$ cat src/rtl/mem_ctrl_if.sv
// mem_ctrl_if: request/response bundle between a memory-controller client
// (master) and the mem_ctrl block (slave). Clock and reset are not carried
// here; they stay plain ports on the controller.
interface mem_ctrl_if #(
  parameter int DATA_W = 16
);
  logic              addr_en;
  logic [DATA_W-1:0] addr;
  logic              in_en;
  logic [DATA_W-1:0] in;
  logic              out_en;
  logic              inc_en;
  logic [DATA_W-1:0] out;
  logic              busy;
  logic              ack;
  logic              err;

  modport master (
    output addr_en, addr, in_en, in, out_en, inc_en,
    input  out, busy, ack, err
  );

  modport slave (
    input  addr_en, addr, in_en, in, out_en, inc_en,
    output out, busy, ack, err
  );
endinterface

$ cat src/rtl/mem_ctrl.sv
// mem_ctrl: single-port word memory behind a memory address register (MAR).
// An access is accepted only when idle, takes WAIT_STATES+1 cycles, then
// pulses ack for one cycle. Requests arriving while busy are dropped.
// Out-of-range address loads leave MAR alone and set a sticky err flag.
// Optional feature: define MEM_INIT_EN to preload words 0..4 on reset;
// without it the memory array is never touched by reset.
module mem_ctrl #(
  parameter int DATA_W      = 16,
  parameter int ADDR_W      = 8,
  parameter int DEPTH       = 256,
  parameter int WAIT_STATES = 0
) (
  input logic        clk,
  input logic        rst,
  mem_ctrl_if.slave  bus
);

  typedef enum logic {IDLE, BUSY} state_t;

  state_t            state_q, state_d;
  logic [ADDR_W-1:0] mar_q, mar_d;
  logic [3:0]        cnt_q, cnt_d;
  logic [ADDR_W-1:0] lat_addr_q, lat_addr_d;
  logic [DATA_W-1:0] lat_data_q, lat_data_d;
  logic              lat_wr_q, lat_wr_d;
  logic              lat_inc_q, lat_inc_d;
  logic [DATA_W-1:0] out_q, out_d;
  logic              ack_q, ack_d;
  logic              err_q, err_d;
  logic              mem_we;
  logic              addr_oor;
  logic [ADDR_W-1:0] mar_next;

  logic [DATA_W-1:0] mem_q [DEPTH];

  // Address range check and wrapping increment of MAR
  assign addr_oor = (32'(bus.addr) >= 32'(DEPTH));
  assign mar_next = (mar_q == ADDR_W'(DEPTH - 1)) ? '0 : mar_q + ADDR_W'(1);

  // Next-state logic: accept in IDLE, count wait states in BUSY, then complete
  always_comb begin
    state_d    = state_q;
    mar_d      = mar_q;
    cnt_d      = cnt_q;
    lat_addr_d = lat_addr_q;
    lat_data_d = lat_data_q;
    lat_wr_d   = lat_wr_q;
    lat_inc_d  = lat_inc_q;
    out_d      = out_q;
    ack_d      = 1'b0;
    err_d      = err_q;
    mem_we     = 1'b0;
    case (state_q)
      IDLE: begin
        if (bus.addr_en) begin
          if (addr_oor) begin
            err_d = 1'b1;
          end else begin
            mar_d = bus.addr[ADDR_W-1:0];
          end
        end
        if (bus.in_en || bus.out_en) begin
          state_d    = BUSY;
          cnt_d      = 4'(WAIT_STATES);
          lat_addr_d = mar_q;
          lat_data_d = bus.in;
          lat_wr_d   = bus.in_en;
          lat_inc_d  = bus.inc_en;
        end
      end
      BUSY: begin
        if (cnt_q == 4'd0) begin
          state_d = IDLE;
          ack_d   = 1'b1;
          if (lat_wr_q) begin
            mem_we = 1'b1;
          end else begin
            out_d = mem_q[lat_addr_q];
          end
          if (lat_inc_q) begin
            mar_d = mar_next;
          end
        end else begin
          cnt_d = cnt_q - 4'd1;
        end
      end
      default: state_d = IDLE;
    endcase
  end

  // Control and datapath registers with synchronous reset
  always_ff @(posedge clk) begin
    if (rst) begin
      state_q    <= IDLE;
      mar_q      <= '0;
      cnt_q      <= '0;
      lat_addr_q <= '0;
      lat_data_q <= '0;
      lat_wr_q   <= 1'b0;
      lat_inc_q  <= 1'b0;
      out_q      <= '0;
      ack_q      <= 1'b0;
      err_q      <= 1'b0;
    end else begin
      state_q    <= state_d;
      mar_q      <= mar_d;
      cnt_q      <= cnt_d;
      lat_addr_q <= lat_addr_d;
      lat_data_q <= lat_data_d;
      lat_wr_q   <= lat_wr_d;
      lat_inc_q  <= lat_inc_d;
      out_q      <= out_d;
      ack_q      <= ack_d;
      err_q      <= err_d;
    end
  end

  // Memory array: commit writes on completion; reset never commits a write
  always_ff @(posedge clk) begin
`ifdef MEM_INIT_EN
    if (rst) begin
      mem_q[0] <= DATA_W'(16'h1500);
      mem_q[1] <= DATA_W'(16'h1701);
      mem_q[2] <= DATA_W'(16'h3430);
      mem_q[3] <= DATA_W'(16'h0220);
      mem_q[4] <= DATA_W'(16'hC002);
    end else if (mem_we) begin
      mem_q[lat_addr_q] <= lat_data_q;
    end
`else
    if (!rst && mem_we) begin
      mem_q[lat_addr_q] <= lat_data_q;
    end
`endif
  end

  assign bus.out  = out_q;
  assign bus.busy = (state_q == BUSY);
  assign bus.ack  = ack_q;
  assign bus.err  = err_q;

endmodule

$ cat src/flat_wrapper.sv
// flat-port wrapper written by rule: the top's interface ports become plain ports
module mem_ctrl_flat 
#(
  parameter int DATA_W      = 16,
  parameter int ADDR_W      = 8,
  parameter int DEPTH       = 256,
  parameter int WAIT_STATES = 0
)
  (clk, rst, bus_addr_en, bus_addr, bus_in_en, bus_in, bus_out_en, bus_inc_en, bus_out, bus_busy, bus_ack, bus_err);
  mem_ctrl_if #(.DATA_W(DATA_W)) bus_i ();
  input logic clk;
  input logic rst;
  input wire logic [$bits(bus_i.addr_en)-1:0] bus_addr_en;
  input wire logic [$bits(bus_i.addr)-1:0] bus_addr;
  input wire logic [$bits(bus_i.in_en)-1:0] bus_in_en;
  input wire logic [$bits(bus_i.in)-1:0] bus_in;
  input wire logic [$bits(bus_i.out_en)-1:0] bus_out_en;
  input wire logic [$bits(bus_i.inc_en)-1:0] bus_inc_en;
  output wire logic [$bits(bus_i.out)-1:0] bus_out;
  output wire logic [$bits(bus_i.busy)-1:0] bus_busy;
  output wire logic [$bits(bus_i.ack)-1:0] bus_ack;
  output wire logic [$bits(bus_i.err)-1:0] bus_err;
  assign bus_i.addr_en = bus_addr_en;
  assign bus_i.addr = bus_addr;
  assign bus_i.in_en = bus_in_en;
  assign bus_i.in = bus_in;
  assign bus_i.out_en = bus_out_en;
  assign bus_i.inc_en = bus_inc_en;
  assign bus_out = bus_i.out;
  assign bus_busy = bus_i.busy;
  assign bus_ack = bus_i.ack;
  assign bus_err = bus_i.err;
  mem_ctrl #(.DATA_W(DATA_W), .ADDR_W(ADDR_W), .DEPTH(DEPTH), .WAIT_STATES(WAIT_STATES)) u_core (.clk(clk), .rst(rst), .bus(bus_i));
endmodule
$ cat config.mk
export PLATFORM = sky130hd
export DESIGN_NAME = mem_ctrl_flat
export DESIGN_NICKNAME = d
export VERILOG_FILES = /design/src/rtl/mem_ctrl_if.sv /design/src/rtl/mem_ctrl.sv /design/src/flat_wrapper.sv
export SDC_FILE = /design/constraint.sdc
export NUM_CORES = 2
export LEC_CHECK = 0
export CAP_MARGIN = 25
export CORE_MARGIN = 2
export CORE_UTILIZATION = 63
export CTS_CLUSTER_SIZE = 8
export DETAILED_ROUTE_END_ITERATION = 8
export HOLD_SLACK_MARGIN = 0.15
export PLACE_DENSITY = 0.89
export SETUP_SLACK_MARGIN = 0.05
export SYNTH_ARGS = -nofsm -noshare
export SYNTH_HDL_FRONTEND = slang
export SYNTH_SLANG_ARGS = --single-unit
$ cat constraint.sdc
create_clock -name clk -period 5.4 [get_ports clk]
set_clock_uncertainty 0.05 [all_clocks]
set_input_delay 0.54 -clock clk [delete_from_list [all_inputs] [get_ports clk]]
set_output_delay 0.54 -clock clk [all_outputs]
set_load 0.02 [all_outputs]
==> impl_metrics.yaml, run 1 <==
status:
  status: "did not finish"
  failed_stage: "global routing"
  error: "[ERROR GRT-0228] Horizontal edge usage exceeds the maximum allowed. (29, 65) usage=65535 limit=3200"
yosys:
  postSynthAreaPerCell_sq_um: 21.67
  async_flop_share_pct: 0
  synth-seq-cells: 4153
  netlist_area_sq_um: 160100
  ys_types: 74
  ys_seq_area_share_pct: 77.52
  netlist_instances: 7391
  synth_nets: 7431
  synth_ff_type: "edfxtp_1"
  synth_warnings: 0
  synth_edf_count: 4096
clocking:
  htreeDepth: 6
  numCtsBuffers: 594
  post-cts-setup-buffer-count: 0
  cts_root_buf: "clkbuf_16"
  clock-sinks: 4153
  clockBufferDepth: 4
  ctsResizeCount: 0
floorplan:
  initial_core_util_pct: 63.18
  die_h_um: 508.2
  die_x_um: 508.2
  ios: 57
  rows: 185
global_route:
  grt_max_degree: 227
placed_design:
  place_congestion: 1.078
  hpwl_mm: 276.4
  dpl_cell_area_sq_um: 166600
  place_inst: 10860
  numPortBuffers: 56
## Yosys cell counts, drive strengths merged, types with 9 or more instances
cell | number | area [sq um]
mux4 | 1000 | 22520
a32oi | 106 | 928.4
nor2 | 347 | 1303
edfxtp | 4096 | 123000
nor4 | 11 | 68.82
clkbuf | 138 | 521.8
nor2b | 15 | 93.84
o211ai | 12 | 90.09
nor3 | 30 | 155.1
and3 | 16 | 100.1
nand2b | 11 | 68.82
o21ai | 71 | 355.3
a31oi | 24 | 150.1
o31ai | 9 | 67.56
a21oi | 87 | 435.4
a22oi | 52 | 390.4
o22ai | 49 | 306.5
nand2 | 407 | 1528
a221oi | 16 | 140.1
buf | 295 | 2011
mux2i | 311 | 3113
dfxtp | 57 | 1141
a211oi | 27 | 202.7
a22o | 10 | 87.58
nand3 | 71 | 355.3
## metrics by stage
stage | worst slack, ns | util [%]
floorplan | 1.097 | -
global placement | 0.6265 | 65.73
detailed placement | 0.4824 | 65.74
CTS | 0.2543 | 72.22
## kinds of logic after synthesis
family,after synthesis,share of synthesized area (%)
AOI/OAI and AO/OA,526,2.316
xor gates and xnor gates,2,0.01094
adders and majority gates,2,0.01562
buffers and inverters,441,1.602
DFF,4153,77.52
muxes,1317,16.05
and+or+nand+nor,950,2.491
## timing repair
action / in CTS
endpoints found under the hold margin: 18
endpoints found under the setup margin: 0
hold buffers: 18
==> inputs of run 2 (changes only) <==
--- a/config.mk
+++ b/config.mk
@@ -7,12 +7,9 @@
 export LEC_CHECK = 0
 export CAP_MARGIN = 25
 export CORE_MARGIN = 2
-export CORE_UTILIZATION = 63
-export CTS_CLUSTER_SIZE = 8
+export CORE_UTILIZATION = 40
 export DETAILED_ROUTE_END_ITERATION = 8
-export HOLD_SLACK_MARGIN = 0.15
-export PLACE_DENSITY = 0.89
-export SETUP_SLACK_MARGIN = 0.05
+export PLACE_DENSITY_LB_ADDON = 0.15
 export SYNTH_ARGS = -nofsm -noshare
 export SYNTH_HDL_FRONTEND = slang
 export SYNTH_SLANG_ARGS = --single-unit
==> impl_metrics.yaml, run 2 <==
status:
  status: "complete, no violations"
global_route:
  track_usage_pct: 23.29
  grt_max_degree: 181
  grt_pass1_wl_mm: 660.0
  first_global_vias: 80400
  grt_overflow: 0
  grt_antenna_before_repair: 27
route:
  vias_per_cell: 5.906
  wl_per_cell_um: 35.04
  drt.antenna.violating_nets: 0
  dr.first_iter.drc_count: 10550
  drt-total-wl_mm: 479.1
  via_count: 80740
  drc_errors: 0
  dr.pass1.iters: 5
setup_path:
  required_ns: 6.23
  cp-start-kind: "flop"
  path_cells: "buf_4, buf_12, mux4_2, mux2i_1, o22ai_1, o21ai_0, a41oi_1, or3_1"
  worstPathMaxFanout: 29
  arrival_ns: 5.53
  crit_type: "flop to flop"
  slowest_stage: "dfxtp_4"
  end_kind: "flop"
  slowest_delay_ns: 0.98
clocking:
  path_clk_slew_ns: 0.06
  numCtsBuffers: 434
  post-cts-setup-buffer-count: 0
  clockBufferDepth: 4
  htreeDepth: 5
  clock-sinks: 4153
  clkLatencyLatePin_ns: 1.04
  cts_root_buf: "clkbuf_16"
  cts_tree: "built"
sta:
  fin_hold_ws_ns: 0.07116
  rsz0062_at_grt: "false"
  fin_tns_setup_ns: 0
  drv_slew: 0
  fin_crit_sh_pct: 86.97
  clock.fmax_mhz: 212.9
  setup_violations: 0
  fin_ws_ns: 0.7037
  hold_viol: 0
  slew_headroom_pct: 9.034
  worstMarginPinSlew_ns: 1.364
  fin_crit_ns: 4.696
finish:
  largest_register: "u_core.mem_q"
  multi_input_area_sq_um: 33870
  layout.nets: 8052
  regArea_sq_um: 124200
  final_common_cell: "edfxtp_1"
  final_area_sq_um: 184600
  drive_above_1_share_pct: 28.16
  final_cell_mix: "edfxtp_1, mux4_2, buf_4"
  syn_to_final_growth_pct: 15.27
  fillers: 33380
  largest_reg_flops: 4096
hold_path:
  hp-class: "input port to flop"
placed_design:
  dpl_cell_area_sq_um: 170200
  numPortBuffers: 56
  place_congestion: 0.8914
  hpwl_mm: 290.8
  dp_slack_ns: 0.7191
yosys:
  ys_types: 74
  ys_top_cells_by_area: "edfxtp_1, mux4_2, mux2i_1"
  ys_seq_area_share_pct: 77.52
  synth_ff_type: "edfxtp_1"
  async_flop_share_pct: 0
  synth_top_area_share_pct: 76.80
  netlist_area_sq_um: 160100
  synth_edf_count: 4096
  synth-seq-cells: 4153
  netlist_instances: 7391
  synth.most_common_cell: "edfxtp_1"
  synth_nets: 7431
  synth.largest_area_cell: "edfxtp_1"
  synth_warnings: 0
  synthTopCellsByCount: "edfxtp_1, mux4_2, nand2_1"
  postSynthAreaPerCell_sq_um: 21.67
floorplan:
  fp.coreArea_sq_um: 398800
  die_area_sq_um: 405400
  initial_core_util_pct: 40.15
  die_h_um: 636.7
  rows: 232
  ios: 57
  die_x_um: 636.7
run:
  maxCapViolCount: 0
power:
  total_power_uw: 69750
  vdd_drop_max_v: 0.0003339
  p_per_area_nw_per_um2: 377.8
  leakage_uw: 0.05769
-- run 2: cell counts after synthesis --
No cell type changed its count.
-- run 2: cells by family (layout without fill, tap and decap cells) --
logic type	after synthesis	in the layout	share of synthesized area, %
compound gates	526	526	2.316
xor+xnor	2	2	0.01094
fa+ha+maj	2	2	0.01562
buf+inv	441	1440	1.602
flops	4153	4153	77.52
mux	1317	1317	16.05
other cells	0	16	0
simple gates	950	950	2.491
-- run 2: area by class of cell --
cell class / instances / share of cell area (%)
diodes: 16 / 0.02169
well taps: 5265 / 3.569
inverters: 8 / 0.02711
repair buffers: 618 / 3.088
clock inverters: 272 / 1.450
multi-input cells: 2797 / 18.35
clock buffers: 542 / 6.203
flip-flops and latches: 4153 / 67.29
-- run 2: worst paths after layout --
check / cells after the start / slack (ns) / startpoint / end
setup / recovery: 8 / 0.70 / u_core.lat_addr_q[1] / u_core.bus.out[13]
hold / removal: 3 / 0.07 / bus_in[11] / u_core.lat_data_q[11]
setup reg to reg: 8 / 0.70 / u_core.lat_addr_q[1] / u_core.bus.out[13]
hold reg to reg: 2 / 0.43 / u_core.bus.err / u_core.bus.err
-- run 2: power breakdown --
part / switching [uW] / internal (uW) / total, uW / leakage [uW]
Combinational: 2520 / 1010 / 3530 / 0.0128
Clock: 12700 / 16900 / 29700 / 0.00687
Sequential: 442 / 36100 / 36500 / 0.0381
-- run 2: worst max-delay path, delay by kind of cell, from the launching register on --
family                 cells  cell delay, ns
multiplexers               2            0.75
AO/OA/AOI/OAI              3            1.66
buffers and inverters      2            0.56
flip-flops                 1            0.98
AND/OR/NAND/NOR            1            0.51
-- run 2: per-stage QoR --
| stage | cells | utilization [%] |
|---|---|---|
| after global routing | 13660 | 46.28 |
| after detailed placement | 12820 | 42.67 |
| after global placement | 12810 | 42.64 |
| after CTS | 13650 | 46.24 |
| final | 13670 | 46.28 |
| after floorplan | 7391 | - |
-- run 2: what timing repair did --
item,CTS,global route
hold endpoints to repair,8,0
hold buffers,8,0
resized for setup,0,0
-- run 2: metal layers --
layer,part of all wire (%),vias to the layer above,routed length (um),track usage (%)
met5,0.012,-,57,0
met4,3.9,8,18620,8.067
met3,8.1,697,38750,4.935
met2,46,3502,218200,35.46
met1,42,44220,203400,33.40
li1,-,32310,-,-
Power figures use the tool's default switching activity.
